[src/rtl/spi_arb_pkg.sv]
// Shared types and helpers for the two-requester SPI master arbiter.
package spi_arb_pkg;

  // Arbiter FSM states.
  typedef enum logic [1:0] {
    IDLE  = 2'd0,
    ISSUE = 2'd1,
    BUSY  = 2'd2,
    HOLD  = 2'd3
  } arb_state_t;

  // Requester indices: 0 = inertial interface, 1 = A2D interface.
  localparam int REQ_INERT = 0;
  localparam int REQ_A2D   = 1;

  // Default idle-hold budget for a locked owner.
  localparam int HOLD_MAX_DEF = 16;

  // Round-robin pick between two eligible requesters.
  // Returns the index to grant; the caller decides whether anyone is eligible.
  function automatic logic rr_pick(input logic elig0,
                                   input logic elig1,
                                   input logic last_gnt);
    logic pick;
    if (elig0 && elig1) begin
      pick = ~last_gnt;
    end else if (elig1) begin
      pick = 1'b1;
    end else begin
      pick = 1'b0;
    end
    return pick;
  endfunction

endpackage

[src/rtl/spi_req_slot.sv]
// One requester slot: remembers a pending request, its command and the
// level done flag reported back to that requester.
//
// Requester handshake: wrt_i is a one-cycle request strobe that carries
// cmd_i. A strobe is accepted only when no request is already pending
// (a second strobe while pending is dropped and the first command kept).
// Acceptance clears done_o; done_o rises when the arbiter reports the
// transaction complete and stays high until the next accepted strobe.
module spi_req_slot (
  input  logic        clk,
  input  logic        rst_n,
  input  logic        wrt_i,
  input  logic [15:0] cmd_i,
  input  logic        grant_i,
  input  logic        set_done_i,
  output logic        pend_o,
  output logic [15:0] cmd_buf_o,
  output logic        done_o
);
  import spi_arb_pkg::*;

  logic        pend_q, pend_d;
  logic [15:0] cmd_buf_q, cmd_buf_d;
  logic        done_q, done_d;
  logic        accept;

  assign accept = wrt_i & ~pend_q;

  // Next-state: completion is applied first so a same-cycle new request
  // leaves done low; a grant consumes the pending request.
  always_comb begin
    pend_d    = pend_q;
    cmd_buf_d = cmd_buf_q;
    done_d    = done_q;
    if (set_done_i) begin
      done_d = 1'b1;
    end
    if (accept) begin
      pend_d    = 1'b1;
      cmd_buf_d = cmd_i;
      done_d    = 1'b0;
    end
    if (grant_i) begin
      pend_d = 1'b0;
    end
  end

  // Slot registers.
  always_ff @(posedge clk or negedge rst_n) begin
    if (!rst_n) begin
      pend_q    <= 1'b0;
      cmd_buf_q <= 16'h0000;
      done_q    <= 1'b0;
    end else begin
      pend_q    <= pend_d;
      cmd_buf_q <= cmd_buf_d;
      done_q    <= done_d;
    end
  end

  assign pend_o    = pend_q;
  assign cmd_buf_o = cmd_buf_q;
  assign done_o    = done_q;

endmodule

[src/rtl/spi_share_arb.sv]
// Shares one SPI_mstr16 between the inertial (req0) and A2D (req1)
// interfaces. Picks an owner, forwards its command, routes the master's
// SS_n to the owner's slave only, and lets a locked owner keep the bus
// for back-to-back transactions up to HOLD_MAX idle cycles.
//
// Master handshake: m_wrt is a one-cycle start strobe with m_cmd stable
// from the same cycle. Completion is the rising edge of the level m_done;
// a done still high from the previous transfer is not a completion.
module spi_share_arb
  import spi_arb_pkg::*;
#(
  parameter int HOLD_MAX = HOLD_MAX_DEF
) (
  input  logic        clk,
  input  logic        rst_n,
  // requester 0 (inertial)
  input  logic        wrt0,
  input  logic [15:0] cmd0,
  input  logic        lock0,
  output logic        done0,
  // requester 1 (A2D)
  input  logic        wrt1,
  input  logic [15:0] cmd1,
  input  logic        lock1,
  output logic        done1,
  // shared read data
  output logic [15:0] rd_data,
  // SPI master side
  output logic        m_wrt,
  output logic [15:0] m_cmd,
  input  logic        m_done,
  input  logic [15:0] m_rd_data,
  input  logic        m_SS_n,
  // slave selects
  output logic        SS_n0,
  output logic        SS_n1,
  // debug: current FSM state
  output arb_state_t  state_o
);

  localparam int             HCW       = (HOLD_MAX > 1) ? $clog2(HOLD_MAX) : 1;
  localparam logic [HCW-1:0] HOLD_LAST = HCW'(HOLD_MAX - 1);
  localparam logic [HCW-1:0] HOLD_ONE  = HCW'(1);

  arb_state_t     state_q, state_d;
  logic           owner_q, owner_d;
  logic           last_gnt_q, last_gnt_d;
  logic [HCW-1:0] hold_cnt_q, hold_cnt_d;
  logic [15:0]    m_cmd_q, m_cmd_d;
  logic [15:0]    rd_data_q, rd_data_d;
  logic           m_done_q;
  logic           done_rise;

  logic           pend0, pend1;
  logic [15:0]    buf0, buf1;
  logic           gnt0, gnt1;
  logic           set_done0, set_done1;

  logic           elig0, elig1;
  logic [15:0]    sel0, sel1;
  logic           own_elig, own_lock;
  logic [15:0]    own_cmd;
  logic           arb;
  logic           pick;

  spi_req_slot u_slot0 (
    .clk        (clk),
    .rst_n      (rst_n),
    .wrt_i      (wrt0),
    .cmd_i      (cmd0),
    .grant_i    (gnt0),
    .set_done_i (set_done0),
    .pend_o     (pend0),
    .cmd_buf_o  (buf0),
    .done_o     (done0)
  );

  spi_req_slot u_slot1 (
    .clk        (clk),
    .rst_n      (rst_n),
    .wrt_i      (wrt1),
    .cmd_i      (cmd1),
    .grant_i    (gnt1),
    .set_done_i (set_done1),
    .pend_o     (pend1),
    .cmd_buf_o  (buf1),
    .done_o     (done1)
  );

  // A requester is eligible with a pending request or a strobe this cycle;
  // a pending command takes precedence because a strobe on top of it is dropped.
  assign elig0 = pend0 | wrt0;
  assign elig1 = pend1 | wrt1;
  assign sel0  = pend0 ? buf0 : cmd0;
  assign sel1  = pend1 ? buf1 : cmd1;

  assign own_elig = owner_q ? elig1 : elig0;
  assign own_lock = owner_q ? lock1 : lock0;
  assign own_cmd  = owner_q ? sel1  : sel0;

  assign done_rise = m_done & ~m_done_q;

  // FSM next-state, grant, completion and hold-counter logic.
  always_comb begin
    state_d    = state_q;
    owner_d    = owner_q;
    last_gnt_d = last_gnt_q;
    hold_cnt_d = hold_cnt_q;
    m_cmd_d    = m_cmd_q;
    rd_data_d  = rd_data_q;
    gnt0       = 1'b0;
    gnt1       = 1'b0;
    set_done0  = 1'b0;
    set_done1  = 1'b0;
    arb        = 1'b0;
    pick       = 1'b0;

    case (state_q)
      IDLE: begin
        arb = 1'b1;
      end
      ISSUE: begin
        state_d = BUSY;
      end
      BUSY: begin
        if (done_rise) begin
          rd_data_d  = m_rd_data;
          set_done0  = ~owner_q;
          set_done1  = owner_q;
          last_gnt_d = owner_q;
          hold_cnt_d = '0;
          state_d    = own_lock ? HOLD : IDLE;
        end
      end
      HOLD: begin
        if (own_elig) begin
          // Owner keeps the bus: issue its next command directly.
          gnt0       = ~owner_q;
          gnt1       = owner_q;
          m_cmd_d    = own_cmd;
          hold_cnt_d = '0;
          state_d    = ISSUE;
        end else if (!own_lock) begin
          // Voluntary release arbitrates in this same cycle.
          arb = 1'b1;
        end else if (hold_cnt_q == HOLD_LAST) begin
          hold_cnt_d = '0;
          state_d    = IDLE;
        end else begin
          hold_cnt_d = hold_cnt_q + HOLD_ONE;
        end
      end
      default: begin
        state_d = IDLE;
      end
    endcase

    if (arb) begin
      state_d = IDLE;
      if (elig0 || elig1) begin
        pick    = rr_pick(elig0, elig1, last_gnt_q);
        owner_d = pick;
        m_cmd_d = pick ? sel1 : sel0;
        gnt0    = ~pick;
        gnt1    = pick;
        state_d = ISSUE;
      end
    end
  end

  // State and datapath registers.
  always_ff @(posedge clk or negedge rst_n) begin
    if (!rst_n) begin
      state_q    <= IDLE;
      owner_q    <= 1'b0;
      last_gnt_q <= 1'b1;
      hold_cnt_q <= '0;
      m_cmd_q    <= 16'h0000;
      rd_data_q  <= 16'h0000;
      m_done_q   <= 1'b0;
    end else begin
      state_q    <= state_d;
      owner_q    <= owner_d;
      last_gnt_q <= last_gnt_d;
      hold_cnt_q <= hold_cnt_d;
      m_cmd_q    <= m_cmd_d;
      rd_data_q  <= rd_data_d;
      m_done_q   <= m_done;
    end
  end

  assign m_wrt   = (state_q == ISSUE);
  assign m_cmd   = m_cmd_q;
  assign rd_data = rd_data_q;
  assign state_o = state_q;

  // Only the current owner ever sees the master's slave select.
  assign SS_n0 = ((owner_q == 1'b0) && (state_q != IDLE)) ? m_SS_n : 1'b1;
  assign SS_n1 = ((owner_q == 1'b1) && (state_q != IDLE)) ? m_SS_n : 1'b1;

endmodule
[config.mk]
export PLATFORM = sky130hd
export DESIGN_NAME = spi_share_arb
export DESIGN_NICKNAME = d
export VERILOG_FILES = /design/src/rtl/spi_arb_pkg.sv /design/src/rtl/spi_req_slot.sv /design/src/rtl/spi_share_arb.sv
export SDC_FILE = /design/constraint.sdc
export NUM_CORES = 1
export LEC_CHECK = 0
export CAP_MARGIN = 20
export CORE_AREA = 4 4 102 114
export CTS_BUF_LIST = sky130_fd_sc_hd__clkbuf_2 sky130_fd_sc_hd__clkbuf_4 sky130_fd_sc_hd__clkbuf_8
export DETAILED_ROUTE_END_ITERATION = 16
export DIE_AREA = 0 0 106 118
export PLACE_DENSITY = 0.72
export SLEW_MARGIN = 15
export SYNTH_ARGS = -nofsm -noshare
export SYNTH_HDL_FRONTEND = slang
export SYNTH_HIERARCHICAL = 1
export SYNTH_SLANG_ARGS = --single-unit
[constraint.sdc]
create_clock -name clk -period 2.1 [get_ports clk]
set_clock_uncertainty 0.05 [all_clocks]
set_input_delay 0.315 -clock clk [delete_from_list [all_inputs] [get_ports clk]]
set_output_delay 0.315 -clock clk [all_outputs]
set_load 0.02 [all_outputs]
==> qor.csv, run 1 <==
stage,metric,value,unit
worst_setup_path,cp_max_fo,5,
clocking,clock_latency,0.35,ns
yosys,synthDistinctLibCells,40,
power,p_leak,2.56,nW
run_status,status,"finished, final reports clean",
yosys,synth_top_area_frac,0.460,
global_routing,grt_pass1_vias,3219,
worst_hold_path,min_path_type,primary input to register,
sta,hold_viol,0,
detailed_routing,vias,2970,
detailed_routing,dr.pass1.iters,4,
global_routing,antenna_found_initial,0,
detailed_routing,vias_per_cell,5.20,
detailed_routing,drtIter0Drc,93,
power,ir_drop,1.01,mV
worst_setup_path,rrSetupSlack,0.06,ns
floorplan,rows,39,
clocking,cts-root-buf,clkbuf_8,
worst_setup_path,cp-end-kind,register,
final_layout,design_area,5520,um2
global_routing,grt_pass1_wl,16300,um
final_layout,utilization,0.533,
yosys,synth.area.top_cells,"dfrtp_1, mux2i_1, mux2_2",
sta,rsz0062_at_grt,false,
clocking,cts_sinks,77,
final_layout,drive_gt1_frac,0.229,
floorplan,start_util,0.399,
clocking,clock_path_buffers,2,
worst_setup_path,critPathKind,register to register,
final_layout,fillers,913,
placed_design,gp_congestion,0.814,
yosys,synth_warnings,6,
yosys,synthCells,316,
sta,setup_tns,0,ns
placed_design,dpl_cell_area,5290,um2
worst_hold_path,hold_path.startpoint,m_done,
global_routing,grt_use_total,0.161,
clocking,htreeDepth,3,
worst_setup_path,reg2reg_depth,7,
global_routing,grt_max_degree,45,
worst_setup_path,worstSetupStartpoint,state_o[0],
worst_setup_path,reg2reg_to,u_slot0/pend_o,
final_layout,antenna_cells,0,
worst_setup_path,startpoint_type,register,
worst_setup_path,required,2.29,ns
final_layout,syn_to_final_growth,33.5,%
sta,min_period,2.04,ns
yosys,syn_area,4130,um2
clocking,clk_pin_slew,0.08,ns
placed_design,dp.cells,552,
run,maxCapViolations,0,
detailed_routing,drt-total-wl,9990,um
global_routing,overflow,0,
yosys,synth_largest_area_cell,dfrtp_1,
placed_design,post-dp-hpwl,7200,um
sta,slew_headroom,0.672,
detailed_routing,wl_per_cell,17.5,um
power,power.density,1580,nW/um2
clocking,numCtsBuffers,9,
clocking,tritoncts,built,
placed_design,portBuffers,94,
sta,worst_pin_slew,0.487,ns
floorplan,die_height,118,um
worst_setup_path,arrival,2.22,ns
floorplan,chipWidth,106,um
detailed_routing,drc,0,
yosys,synth_fp_nets,377,
power,power,8.72,mW
detailed_routing,ant_nets,0,
sta,min_period_over_period,0.970,
yosys,postSynthAreaPerCell,13.1,um2
yosys,synth-seq-cells,77,
floorplan,core,10300,um2
worst_setup_path,worstSetupEndpoint,u_slot0/pend_o,
sta,slew_viol_final,0,
floorplan,dieArea,12500,um2
yosys,synth-seq-area-share,0.467,
final_layout,fin_cells,571,
final_layout,nets,484,
worst_setup_path,rr_startpoint,state_o[0],
floorplan,ioPinCount,95,
sta,fmax,491,MHz
sta,setup_viol,0,
cell usage after synthesis:
master     instances
o2111ai_1          1
nor2b_1            1
o22a_1            15
dfrtp_1           76
dfstp_2            1
o2bb2ai_1          3
o211ai_1           2
inv_1              5
mux2_2            32
ha_1               5
nand4b_1           1
nor3_1             1
o21ai_1            1
or3_1              4
clkbuf_1           4
or2_2              1
buf_6              5
and4bb_2           1
o22ai_1           18
a221oi_4           1
o21ai_2            1
a211o_1            1
buf_12             2
nor2b_4            2
nand3_1            2
nor4b_4            1
mux2_4            18
nand2b_1           2
nand2_1            3
a21o_1             5
o21ai_0            3
nand3b_1           1
a21oi_1            3
nor2_1            14
buf_2              5
a31o_2             1
and4_1             1
mux2i_1           68
buf_4              4
nand4_1            1
critical path, cell delays in order, from the launching register on:
cell	delay (ns)
dfrtp_1	0.39
buf_4	0.15
ha_1	0.24
and4bb_2	0.27
o21ai_2	0.25
a21o_1	0.28
mux2i_1	0.23
nor2_1	0.07
metal layers:
| metal | wire length [um] | GRT usage | vias to the layer above | part of all wire |
|---|---|---|---|---|
| li1 | - | - | 1392 | - |
| met1 | 4250 | 0.202 | 1458 | 0.43 |
| met3 | 712 | 0.0389 | 10 | 0.071 |
| met5 | 0 | 0 | - | 0 |
| met2 | 4910 | 0.274 | 110 | 0.49 |
| met4 | 117 | 0.0478 | 0 | 0.012 |
through the flow:
stage	hold slack [ns]	worst slack, ns
after floorplan	-0.0306	0.0448
after global placement	0.248	0.0882
after detailed placement	0.253	0.0277
after CTS	0.387	0.0607
after global routing	0.403	0.00315
final	0.401	0.0624
final cells by class:
| cell class | count | area (um2) | share of cell area |
|---|---|---|---|
| multi-input cells | 214 | 2020 | 0.366 |
| flip-flops and latches | 77 | 1930 | 0.350 |
| repair buffers | 116 | 1170 | 0.211 |
| well taps | 143 | 179 | 0.0324 |
| clock buffers | 11 | 145 | 0.0263 |
| clock inverters | 5 | 60.1 | 0.0109 |
| inverters | 5 | 18.8 | 0.00340 |
how the worst min path moves through the flow:
stage	to	slack (ns)	cells past startpoint
floorplan	hold_cnt_q[0]	-0.03	0
global placement	rd_data[4]	0.25	1
detailed placement	rd_data[0]	0.25	1
CTS	m_done_q	0.39	1
global route	m_done_q	0.40	1
finish	m_done_q	0.40	1
power by group:
| part | total (mW) | leakage [nW] | switching [mW] | internal (mW) |
|---|---|---|---|---|
| clock network | 1.16 | 0.103 | 0.564 | 0.597 |
| registers | 2.65 | 0.929 | 0.444 | 2.21 |
| logic | 4.91 | 1.53 | 2.34 | 2.57 |
repair_timing:
item / 4_1_cts / 5_1_grt
setup buffers: 2 / 0
hold endpoints to repair: 32 / 0
hold buffers: 1 / 0
gates resized for setup: 3 / 0
setup endpoints to repair: 2 / 0
sequential cells by signal, indices dropped and copies added, names as in the netlist:
name	flops
u_slot0/pend_o	1
u_slot1/done_o	1
rd_data	16
owner_q	1
state_o	2
u_slot1/cmd_buf_o	16
u_slot0/cmd_buf_o	16
m_cmd	16
m_done_q	1
hold_cnt_q	4
u_slot1/pend_o	1
u_slot0/done_o	1
last_gnt_q	1
cells by family (layout without fill, tap and decap cells):
kind of cell,count (synthesis),after routing,share of synthesized area
muxes,118,118,0.317
DFF,77,77,0.467
AOI/OAI and AO/OA,55,55,0.101
and+or+nand+nor,36,36,0.0542
buffers and inverters,25,137,0.0448
adders and majority gates,5,5,0.0151
cell usage in the layout (no fill, tap or decap), drive strengths merged, types with 2 or more instances in the layout:
| cell | instances |
|---|---|
| nor2b | 3 |
| nand2b | 2 |
| dlygate4sd2 | 2 |
| dfrtp | 76 |
| o22ai | 18 |
| o211ai | 2 |
| o21ai | 5 |
| nor2 | 14 |
| or3 | 4 |
| clkdlybuf4s50 | 91 |
| o22a | 15 |
| o2bb2ai | 3 |
| mux2 | 50 |
| ha | 5 |
| nand2 | 3 |
| a21oi | 3 |
| buf | 22 |
| mux2i | 68 |
| a21o | 5 |
| nand3 | 2 |
| inv | 5 |
| clkbuf | 11 |
| clkinv | 3 |
Note: power is estimated with default switching activity, not from simulation.
==> run 2, diff against run 1 <==
--- a/config.mk
+++ b/config.mk
@@ -10,6 +10,7 @@
 export CTS_BUF_LIST = sky130_fd_sc_hd__clkbuf_2 sky130_fd_sc_hd__clkbuf_4 sky130_fd_sc_hd__clkbuf_8
 export DETAILED_ROUTE_END_ITERATION = 16
 export DIE_AREA = 0 0 106 118
+export GPL_ROUTABILITY_DRIVEN = 0
 export PLACE_DENSITY = 0.72
 export SLEW_MARGIN = 15
 export SYNTH_ARGS = -nofsm -noshare
==> results of run 2 <==
Final layout, timing and power as in run 1 (identical DEF).
